==> config.mk <==
export PLATFORM = sky130hd
export DESIGN_NAME = cache_ctrl_refill
export DESIGN_NICKNAME = d
export VERILOG_FILES = /design/src/rtl/cache_ctrl_refill.sv
export SDC_FILE = /design/constraint.sdc
export NUM_CORES = 1
export LEC_CHECK = 0
export CORE_AREA = 2 2 128 130
export DETAILED_ROUTE_END_ITERATION = 12
export DIE_AREA = 0 0 130 132
export DONT_BUFFER_PORTS = 1
export REMOVE_ABC_BUFFERS = 1
export SETUP_SLACK_MARGIN = 0.02
export SYNTH_ARGS = -nofsm -noshare
export SYNTH_HDL_FRONTEND = slang
export SYNTH_SLANG_ARGS = --single-unit
==> constraint.sdc <==
create_clock -name clk -period 3.6 [get_ports clk]
set_input_delay 0.36 -clock clk [delete_from_list [all_inputs] [get_ports clk]]
set_output_delay 0.36 -clock clk [all_outputs]
set_load 0.005 [all_outputs]
==> src/rtl/cache_ctrl_refill.sv <==
// Response / miss-handling stage behind the cache pipeline: returns hit data,
// posts write-through requests and refills missed lines into a round-robin victim way.
module cache_ctrl_refill #(
  parameter int ADDR_WIDTH       = 32,
  parameter int CLINE_SIZE_WORD  = 4,
  parameter int CLINE_ADDR_WIDTH = 7,
  parameter int CLINE_WORD_WIDTH = 32,
  parameter int NUM_WAYS         = 4,
  parameter int WMASK_WIDTH      = 4
) (
  input  logic                                                    clk,
  input  logic                                                    reset,
  input  logic                                                    us_vld_i,
  output logic                                                    us_rdy_o,
  input  logic                                                    us_hit_i,
  input  logic                                                    us_we_i,
  input  logic [ADDR_WIDTH-1:0]                                   us_addr_i,
  input  logic [CLINE_WORD_WIDTH-1:0]                             us_ddat_i,
  input  logic [CLINE_WORD_WIDTH-1:0]                             us_wdat_i,
  input  logic [WMASK_WIDTH-1:0]                                  us_wmask_i,
  output logic                                                    rsp_vld_o,
  input  logic                                                    rsp_rdy_i,
  output logic [CLINE_WORD_WIDTH-1:0]                             rsp_dat_o,
  output logic                                                    mem_req_vld_o,
  input  logic                                                    mem_req_rdy_i,
  output logic                                                    mem_req_we_o,
  output logic                                                    mem_req_burst_o,
  output logic [ADDR_WIDTH-1:0]                                   mem_req_addr_o,
  output logic [CLINE_WORD_WIDTH-1:0]                             mem_req_wdat_o,
  output logic [WMASK_WIDTH-1:0]                                  mem_req_wmask_o,
  input  logic                                                    mem_rsp_vld_i,
  input  logic [CLINE_WORD_WIDTH-1:0]                             mem_rsp_dat_i,
  output logic [NUM_WAYS-1:0]                                     fill_we_o,
  output logic [CLINE_ADDR_WIDTH+$clog2(CLINE_SIZE_WORD)-1:0]     fill_addr_o,
  output logic [CLINE_WORD_WIDTH-1:0]                             fill_dat_o,
  output logic [NUM_WAYS-1:0]                                     fill_tag_we_o,
  output logic [CLINE_ADDR_WIDTH-1:0]                             fill_tag_addr_o,
  output logic [ADDR_WIDTH-CLINE_ADDR_WIDTH-$clog2(CLINE_SIZE_WORD):0] fill_tag_o,
  output logic                                                    phy_req_o
);

  localparam int CLINE_OFFSET = $clog2(CLINE_SIZE_WORD);
  localparam int CA_WIDTH     = CLINE_ADDR_WIDTH + CLINE_OFFSET;
  localparam int VIC_WIDTH    = (NUM_WAYS > 1) ? $clog2(NUM_WAYS) : 1;
  localparam int LINE_WIDTH   = ADDR_WIDTH - CLINE_OFFSET;

  typedef enum logic [2:0] {S_IDLE, S_WT, S_RSP, S_MREQ, S_MFILL, S_MTAG} state_t;

  state_t                          r_state;
  state_t                          w_next;
  logic [ADDR_WIDTH-1:0]           r_addr;
  logic [CLINE_WORD_WIDTH-1:0]     r_wdat;
  logic [WMASK_WIDTH-1:0]          r_wmask;
  logic [CLINE_WORD_WIDTH-1:0]     r_rsp;
  logic [CLINE_OFFSET-1:0]         r_beat;
  logic                            r_burst;
  logic [VIC_WIDTH-1:0]            r_victim;
  logic [LINE_WIDTH-1:0]           r_lf_line;
  logic                            r_lf_vld;

  logic                            w_accept;
  logic                            w_dup;
  logic                            w_beat;
  logic                            w_last;
  logic                            w_crit;
  logic [NUM_WAYS-1:0]             w_victim_oh;

  assign w_accept    = us_vld_i && us_rdy_o;
  // A miss to the line most recently filled is served uncached so the line is never filled twice.
  assign w_dup       = r_lf_vld && (r_addr[ADDR_WIDTH-1:CLINE_OFFSET] == r_lf_line);
  assign w_beat      = (r_state == S_MFILL) && mem_rsp_vld_i;
  assign w_last      = r_burst ? (&r_beat) : 1'b1;
  assign w_crit      = !r_burst || (r_beat == r_addr[CLINE_OFFSET-1:0]);
  assign w_victim_oh = NUM_WAYS'(1) << r_victim;

  always_ff @(posedge clk or negedge reset) begin
    if (!reset) begin
      r_state <= S_IDLE;
    end else begin
      r_state <= w_next;
    end
  end

  always_comb begin
    w_next = r_state;
    case (r_state)
      S_IDLE:  if (w_accept) w_next = us_we_i ? S_WT : (us_hit_i ? S_RSP : S_MREQ);
      S_WT:    if (mem_req_rdy_i) w_next = S_RSP;
      S_MREQ:  if (mem_req_rdy_i) w_next = S_MFILL;
      S_MFILL: if (w_beat && w_last) w_next = r_burst ? S_MTAG : S_RSP;
      S_MTAG:  w_next = S_RSP;
      S_RSP:   if (rsp_rdy_i) w_next = S_IDLE;
      default: w_next = S_IDLE;
    endcase
  end

  always_ff @(posedge clk or negedge reset) begin
    if (!reset) begin
      r_beat    <= '0;
      r_burst   <= 1'b0;
      r_victim  <= '0;
      r_lf_line <= '0;
      r_lf_vld  <= 1'b0;
    end else begin
      if (r_state == S_MREQ && mem_req_rdy_i) begin
        r_beat  <= '0;
        r_burst <= !w_dup;
      end else if (w_beat) begin
        r_beat <= r_beat + 1'b1;
      end
      if (r_state == S_MTAG) begin
        r_lf_line <= r_addr[ADDR_WIDTH-1:CLINE_OFFSET];
        r_lf_vld  <= 1'b1;
        r_victim  <= (r_victim == VIC_WIDTH'(NUM_WAYS-1)) ? '0 : r_victim + 1'b1;
      end
    end
  end

  // Request and response payload registers; outputs are gated by state, so no reset needed.
  always_ff @(posedge clk) begin
    if (w_accept) begin
      r_addr  <= us_addr_i;
      r_wdat  <= us_wdat_i;
      r_wmask <= us_wmask_i;
    end
    if (w_accept && !us_we_i && us_hit_i) begin
      r_rsp <= us_ddat_i;
    end else if (r_state == S_WT && mem_req_rdy_i) begin
      r_rsp <= '0;
    end else if (w_beat && w_crit) begin
      r_rsp <= mem_rsp_dat_i;
    end
  end

  always_comb begin
    us_rdy_o        = 1'b0;
    rsp_vld_o       = 1'b0;
    rsp_dat_o       = '0;
    mem_req_vld_o   = 1'b0;
    mem_req_we_o    = 1'b0;
    mem_req_burst_o = 1'b0;
    mem_req_addr_o  = '0;
    mem_req_wdat_o  = '0;
    mem_req_wmask_o = '0;
    fill_we_o       = '0;
    fill_addr_o     = '0;
    fill_dat_o      = '0;
    fill_tag_we_o   = '0;
    fill_tag_addr_o = '0;
    fill_tag_o      = '0;
    phy_req_o       = 1'b0;
    case (r_state)
      S_IDLE: us_rdy_o = reset;
      S_WT: begin
        mem_req_vld_o   = 1'b1;
        mem_req_we_o    = 1'b1;
        mem_req_addr_o  = r_addr;
        mem_req_wdat_o  = r_wdat;
        mem_req_wmask_o = r_wmask;
      end
      S_MREQ: begin
        phy_req_o       = 1'b1;
        mem_req_vld_o   = 1'b1;
        mem_req_burst_o = !w_dup;
        mem_req_addr_o  = w_dup ? r_addr
                                : {r_addr[ADDR_WIDTH-1:CLINE_OFFSET], {CLINE_OFFSET{1'b0}}};
      end
      S_MFILL: begin
        phy_req_o = 1'b1;
        if (mem_rsp_vld_i && r_burst) begin
          fill_we_o   = w_victim_oh;
          fill_addr_o = {r_addr[CA_WIDTH-1:CLINE_OFFSET], r_beat};
          fill_dat_o  = mem_rsp_dat_i;
        end
      end
      S_MTAG: begin
        phy_req_o       = 1'b1;
        fill_tag_we_o   = w_victim_oh;
        fill_tag_addr_o = r_addr[CA_WIDTH-1:CLINE_OFFSET];
        fill_tag_o      = {1'b1, r_addr[ADDR_WIDTH-1:CA_WIDTH]};
      end
      S_RSP: begin
        rsp_vld_o = 1'b1;
        rsp_dat_o = r_rsp;
      end
      default: ;
    endcase
  end

endmodule
After elaboration in Yosys (flattened, before gate mapping)
Index checks and enable logic that the tools add are counted.
Widths: inputs -> output; s select.
{"block": "word_totals", "register_bits": 139, "input_bits": 140, "out_inout_bits": 186, "elab_cells": 83}
{"block": "classes", "add_sub_neg": 2, "n_eq_ne": 13, "shift": 1, "n_mux": 36, "n_reduce_logical": 21}
{"operator": "$mux 32", "n": 7}
{"operator": "$pmux 32 s2", "n": 1}
{"operator": "$eq 30x30->1", "n": 1}
{"operator": "$mux 24", "n": 1}
{"operator": "$mux 3", "n": 6}
{"operator": "$mux 9", "n": 2}
{"operator": "$pmux 3 s6", "n": 1}
{"operator": "$mux 4", "n": 4}
{"operator": "$logic_and 1x1->1", "n": 10}
{"operator": "$mux 2", "n": 5}
{"operator": "$mux 1", "n": 8}
{"operator": "$ne 2x2->1 const B", "n": 4}
{"operator": "$mux 7", "n": 1}
{"operator": "$eq 3x2->1 const B", "n": 2}
{"operator": "$eq 3x3->1 const B", "n": 2}
{"operator": "$reduce_and 5->1", "n": 1}
{"operator": "$add 2x1->2 const B", "n": 2}
{"operator": "$shl 1x2->4 const A", "n": 1}
{"operator": "$eq 3x1->1 const B", "n": 1}
{"operator": "$logic_not 1->1", "n": 3}
{"operator": "$logic_not 3->1", "n": 1}
{"operator": "$reduce_bool 3->1", "n": 1}
{"operator": "$reduce_or 3->1", "n": 1}
{"operator": "$eq 2x2->1", "n": 1}
{"operator": "6 further kinds", "n": 6}

Longest topological paths before layout
Gate-level depths: netlist of run 1.
{"block": "depth", "word_depth": 6, "ltp_mapped": 7, "ltp_nobuf": 5}

Worst setup path after synthesis of run 1
OpenSTA, ideal clock, no wires.
{"block": "synth_timing", "path_type": "register to register", "from": "reg r_state[0]", "to": "reg r_rsp[0] (enable)", "t_arrival_ps": 2638, "required_ps": 3211, "path_slack_ps": 572, "path_stages_with_launch": 8, "n_path_buf": 2, "period_less_slack_ps": 3028, "path_cell_list": "dfrtp_1 > nor4b_4 > and2_4 > and3b_1 > buf_6 > a21oi_4 > buf_6 > nand2_1"}
{"block": "synth_between", "elab_chain_cells": 6, "word_cells_on_any_way": 11, "classes_between": "2 x eq/ne; 1 x mux; 8 x reduce/logical"}
{"item": "start, declared", "line": "49", "text": "state_t r_state;"}
{"item": "start signal, assigned", "line": "80", "text": "r_state <= w_next;"}
{"item": "$logic_not 3->1", "line": "152", "text": "case (r_state)"}
{"item": "$mux 1", "line": "152"}
{"item": "named net us_rdy_o", "line": "14", "text": "output logic us_rdy_o,"}
{"item": "$logic_and 1x1->1", "line": "68", "text": "assign w_accept = us_vld_i && us_rdy_o;"}
{"item": "named net w_accept", "line": "61", "text": "logic w_accept;"}
{"item": "$logic_and 1x1->1 (2 in series)", "line": "126", "text": "if (w_accept && !us_we_i && us_hit_i) begin"}
{"item": "$reduce_bool 3->1 (no source line)"}
{"item": "end signal, assigned", "line": "127", "text": "r_rsp <= us_ddat_i;"}
{"item": "end signal, assigned", "line": "131", "text": "r_rsp <= mem_rsp_dat_i;"}
{"item": "end, declared", "line": "54", "text": "logic [CLINE_WORD_WIDTH-1:0] r_rsp;"}
The timed path passes the listed nets, and every way through them passes these cells.
A chain may end at the register's enable or synchronous reset.

Worst setup path in the final report of run 1
{"block": "layout_timing", "from": "reg r_state[2]", "to": "out mem_req_burst_o"}
{"block": "layout_between", "elab_chain_cells": 2}
{"item": "$eq 3x2->1", "line": "152"}
{"item": "$mux 1", "line": "152"}
{"item": "end, declared", "line": "27", "text": "output logic mem_req_burst_o,"}
Every way passes these cells.

==> impl_metrics.csv, run 1 <==
group,metric,value,unit
critical_path,reg2reg_depth,6,
sta,fmax,0.325,GHz
critical_path,start_kind,"flip-flop",
floorplan,floorplan.initialDensity,41.7,%
synth,yosysTopAreaCellShare,45.9,%
pwr,leakagePower,3.36,nW
sta,relSlewSlack,35.4,%
layout,n_antenna_cell,0,
sta,clock_skew,0.00465,ns
global_routing,grt_pass1_wl,24600,µm
synth,synth-simple-area-share,20.3,%
critical_path,critical_path_required,3.24,ns
synth,synth_edf_count,100,
clock_network,htree_levels,4,
route,firstDrtPassIters,4,
route,postRouteAntennaNets,0,
clock_network,cts_inserted_buffers,17,
placement,port_buffers,0,
pwr,irDropWorstVdd,0.369,mV
synth,synth_top_area_cell,"edfxtp_1",
placement,placed_area,6700,µm²
route,vias,4286,
synth,yosysMostFrequentCell,"and3_1",
pwr,internal-power,3.76,mW
critical_path,critPathLaunch,"r_state[2]",
synth,syn-cell-area,6550,µm²
job,cap_violations,0,
route,wl_per_cell,23.0,µm
synth,synth_ff_type,"edfxtp_1",
sta,worstMarginPinSlew,0.966,ns
placement,place_inst,709,
clock_network,path_clk_slew,0.06,ns
layout,fillCellCount,1430,
clock_network,cts_buffer_depth,2,
clock_network,cts_resized,0,
synth,avgSynthCellArea,12.5,µm²
run_status,outcome,"finished, final reports clean",
critical_path,end_kind,"output pin",
floorplan,die-area,17200,µm²
route,drc,0,
global_routing,grt_pass1_vias,4340,
global_routing,grt_max_degree,69,
synth,syn_inst,526,
pwr,power_switching,1.81,mW
synth,synth_xor_xnor_area_share,4.28,%
placement,hpwl,12000,µm
critical_path,crit_type,"flip-flop to output pin",
global_routing,gr-total-overflow,0,
sta,hold_violations,0,
clock_network,postCtsHoldBufs,2,
synth,yosys.area_share.adder,0.955,%
floorplan,die_y,132,µm
synth,synthTopCellsByArea,"edfxtp_1 46%, dfrtp_1 15%, and3_1 11%",
synth,async_reset_ff_share,28.1,%
global_routing,grt_usage,19.1,%
route,routed_wl,17100,µm
sta,post-route-period-util,85.5,%
global_routing,antenna_found_initial,0,
critical_path,path_max_fanout,41,
sta,setup_violations,0,
min_path,min_path_type,"primary input to flip-flop",
layout,area_growth,11.6,%
pwr,pwr-share-seq,43.6,%
synth,yosys_register_bits,139,
critical_path,cp.arrival,2.72,ns
sta,grt_setup_unrepaired,"false",
floorplan,num_io_pins,326,
route,drtIter0Drc,211,
placement,gp_congestion,0.788,
sta,whs,0.0464,ns
synth,synthMuxAreaShare,0.630,%
floorplan,rows,46,
clock_network,clock_latency,0.40,ns
layout,final_util,46.5,%
floorplan,die_w,130,µm
synth,seq_area_frac_synth,60.8,%
critical_path,rrSetupSlack,0.98,ns
synth,ys_warn_count,0,
pwr,clock_power_share,30.1,%
sta,period_needed,3.08,ns
clock_network,post_cts_buffers,0,
floorplan,core_area,15700,µm²
layout,finalInstanceArea,7310,µm²
synth,synth-compound-area-share,9.44,%
layout,finalNonFillerCells,743,
pwr,powerDensity,761,nW/µm²
synth,synthTopCellsByCount,"116 x and3_1, 100 x edfxtp_1, 62 x and2_1, 39 x dfrtp_1, 34 x clkbuf_1",
pwr,swShare,32.5,%
critical_path,r2r-start,"r_state[0]",
synth,synth_cell_type_count,38,
clock_network,cts.sinks,139,
clock_network,clockRootBuffer,"clkbuf_16",
critical_path,worst_r2r_endpoint,"r_rsp[25]",
pwr,comb_power_share,26.2,%
route,via_per_inst,5.77,
clock_network,cts_tree,"done",
layout,drive_gt1_share,9.30,%
synth,synth_top_family_by_area,"simple AND/OR/NAND/NOR gates",
pwr,power,5.56,mW
critical_path,crit_path_end,"mem_req_burst_o",
layout,nets,659,
sta,slew_violations,0,
==> power groups by stage <==
stage,Sequential [mW],Clock [mW],Combinational (mW)
CTS,2.43,1.72,1.49
floorplan,2.40,0,1.03
global placement,2.43,0,1.42
global route,2.47,1.80,1.63
finish,2.43,1.68,1.46
detailed placement,2.45,0,1.47
==> through the flow <==
stage	worst slack [ns]	TNS, ns
after floorplan	-0.290	-9.27
after global placement	1.02	0
after detailed placement	0.929	0
after CTS	0.480	0
after global routing	0.294	0
final	0.523	0
==> flip-flops by register name, summed over array words and instances (netlist names) <==
register   count
r_lf_line     30
r_victim       2
r_state        3
r_rsp         32
r_wdat        32
r_beat         2
r_wmask        4
r_addr        32
r_burst        1
r_lf_vld       1
==> area by class of cell <==
cell class	instances	area, µm²	share of cell area, %
tap	216	270	3.70
inverter	7	26.3	0.359
clock inverter	14	146	2.00
multi-input combinational	336	2350	32.1
timing repair buffer	13	113	1.54
clock buffer	18	429	5.87
sequential	139	3980	54.4
==> how the worst min path moves through the flow <==
stage                              from             to  slack [ns]  cells after the start
final                     us_addr_i[12]     r_addr[12]        0.05                      0
after global routing      us_addr_i[15]     r_addr[15]        0.02                      0
after CTS                 us_wdat_i[26]     r_wdat[26]        0.02                      0
after detailed placement          reset  r_lf_line[11]        0.07                      0
after global placement            reset  r_lf_line[26]        0.07                      0
after floorplan                   reset      r_beat[0]        0.06                      0
==> cells by family (layout without fill, tap and decap cells) <==
family          Yosys count  after routing
compound gates           78             78
xor+xnor                 32             32
fa+ha+maj                 5              5
buf+inv                  51             52
flops                   139            139
mux                       4              4
simple gates            217            217
==> worst max-delay path, stage by stage, from the launching register on <==
cell	delay, ns
dfrtp_1	0.60
nand2b_1	0.24
clkinv_1	0.71
buf_4	0.52
and3_1	0.24
==> routing by layer <==
metal,share of wire [%],GRT usage [%],up-vias,routed length (µm)
li1,-,-,1899,-
met1,38,21.0,2126,6420
met2,53,34.5,251,9000
met3,8.6,7.10,10,1460
met4,1.1,5.20,0,180
met5,0,0,-,0
==> cell usage in the layout (no fill, tap or decap), types with 4 or more instances in the layout <==
cell,netlist,routed
nand2_1,11,11
nor4_1,4,4
buf_4,3,11
clkbuf_16,0,17
edfxtp_1,100,100
a22o_1,32,32
dfrtp_1,39,39
ha_1,5,5
inv_1,6,6
xnor2_1,19,19
clkinvlp_4,0,5
nand4_1,6,6
a21o_1,31,31
and2_1,62,62
and3_1,116,116
xor2_1,13,13
nor2_1,8,8
o21ai_0,5,5
No activity file was read; power rests on OpenSTA's default activity.
==> inputs of run 2 (changes only) <==
- CTS_BUF_LIST: default -> sky130_fd_sc_hd__clkbuf_4
==> impl_metrics.csv, run 2 (synthesis gave the netlist of run 1 again) <==
group,metric,value,unit
run_status,outcome,"finished, final reports clean",
clock_network,clockRootBuffer,"clkbuf_4",
sta,relSlewSlack,33.6,%
critical_path,critPathBufInv,2,
sta,slew_violations,0,
job,cap_violations,0,
clock_network,cts_inserted_buffers,17,
layout,finalInstanceArea,8310,µm²
clock_network,cts_buffer_depth,2,
critical_path,crit_type,"flip-flop to output pin",
layout,nets,788,
floorplan,die-area,17200,µm²
placement,port_buffers,0,
pwr,irDropWorstVdd,0.362,mV
critical_path,critPathLaunch,"r_state[2]",
min_path,min_from,"us_ddat_i[12]",
route,drc,0,
critical_path,path_max_fanout,41,
floorplan,rows,46,
global_routing,grt_pass1_vias,5011,
route,drtIter0Drc,226,
floorplan,core_area,15700,µm²
pwr,leakagePower,3.78,nW
layout,drive_gt1_share,7.62,%
global_routing,antenna_found_initial,0,
global_routing,grt_pass1_wl,26600,µm
global_routing,grt_usage,20.5,%
floorplan,die_w,130,µm
sta,setup_violations,0,
layout,top_regs,"r_addr x32, r_rsp x32, r_wdat x32",
floorplan,num_io_pins,326,
sta,grt_setup_unrepaired,"false",
floorplan,die_y,132,µm
layout,final_util,52.9,%
layout,finalNonFillerCells,872,
layout,n_antenna_cell,0,
layout,fillCellCount,1337,
placement,gp_congestion,0.788,
placement,placed_area,6700,µm²
sta,clock_skew,0.0114,ns
clock_network,cts_tree,"done",
sta,layout_setup_ws,0.363,ns
critical_path,path_cells,"nand2b_1, clkinv_1, buf_4, and3_1",
global_routing,gr-total-overflow,0,
route,postRouteAntennaNets,0,
critical_path,critical_path_required,3.24,ns
placement,hpwl,12000,µm
critical_path,start_kind,"flip-flop",
clock_network,path_clk_slew,0.12,ns
sta,fmax,0.309,GHz
clock_network,cts.sinks,139,
critical_path,cp_top_family,"buffers and inverters",
layout,final_common_cell,"dlygate4sd3_1",
critical_path,slowest_stage,"clkinv_1",
critical_path,cp.arrival,2.88,ns
sta,period_needed,3.24,ns
placement,place_inst,709,
sta,worstMarginPinSlew,0.994,ns
min_path,min_path_type,"primary input to flip-flop",
route,firstDrtPassIters,4,
clock_network,cts_resized,0,
placement,post-place-ws,0.929,ns
pwr,powerDensity,610,nW/µm²
route,wl_per_cell,21.2,µm
route,vias,4782,
sta,post-route-period-util,89.9,%
global_routing,grt_max_degree,69,
layout,area_growth,26.8,%
critical_path,end_kind,"output pin",
clock_network,clock_latency,0.53,ns
sta,hold_violations,0,
layout,final_cell_mix,"130 x dlygate4sd3_1, 116 x and3_1, 100 x edfxtp_1",
clock_network,htree_levels,4,
critical_path,critPathMaxStageDelay,0.73,ns
floorplan,floorplan.initialDensity,41.7,%
critical_path,r2r-start,"r_state[1]",
route,via_per_inst,5.48,
route,routed_wl,18500,µm
-- run 2: cell count changes in the layout (fill, tap and decap cells not counted), sizes merged --
cell	previous run	this run
dlygate4sd3	1	130
-- run 2: final cells by class --
| class | instances | area, µm² | share of cell area, % |
|---|---|---|---|
| flip-flops and latches | 139 | 3980 | 47.9 |
| multi-input cells | 336 | 2350 | 28.2 |
| repair buffers | 142 | 1400 | 16.9 |
| well taps | 216 | 270 | 3.25 |
| clock inverters | 14 | 146 | 1.76 |
| clock buffers | 18 | 135 | 1.63 |
| inverters | 7 | 26.3 | 0.316 |
-- run 2: worst paths after layout --
| kind | depth (start not counted) | slack, ns | end |
|---|---|---|---|
| min | 1 | 0.06 | r_rsp[12] |
| max reg2reg | 6 | 0.71 | r_rsp[11] |
| min in group asynchronous | 2 | 0.29 | r_lf_line[11] |
| min reg2reg | 1 | 0.48 | r_lf_vld |
| max in group asynchronous | 2 | 3.11 | r_lf_line[23] |
| max | 4 | 0.36 | mem_req_burst_o |
-- run 2: repair_timing --
item                                   CTS  global route
hold buffers                           129             2
endpoints found under the hold margin  140             2
setup buffers                            0             0
-- run 2: layer usage --
layer | track usage (%) | vias up | wire length [µm]
li1 | - | 2152 | -
met1 | 21.5 | 2383 | 6870
met2 | 37.6 | 229 | 9850
met3 | 8.00 | 18 | 1490
met4 | 5.97 | 0 | 271
met5 | 0 | - | 0
-- run 2: metrics by stage --
step / total power [mW] / TNS, ns / hold WS, ns
finish: 5.07 / 0 / 0.0629
global route: 5.39 / 0 / 0.000772
CTS: 5.10 / 0 / 0.000646
detailed placement: 3.92 / 0 / 0.0653
global placement: 3.86 / 0 / 0.0659
floorplan: 3.43 / -9.27 / 0.0644
-- run 2: worst reg2reg max path: cells and delay by family, from the launching register on --
kind / cells / cell delay (ns)
flip-flops: 1 / 0.65
AND/OR/NAND/NOR: 3 / 0.54
buffers and inverters: 1 / 0.56
AO/OA/AOI/OAI: 2 / 1.00
-- run 2: power by group --
| group | leakage, nW | switching (mW) | internal (mW) |
|---|---|---|---|
| Sequential | 1.41 | 0.281 | 2.14 |
| Combinational | 2.23 | 0.913 | 0.726 |
| Clock | 0.139 | 0.586 | 0.420 |
| Total | 3.78 | 1.78 | 3.29 |
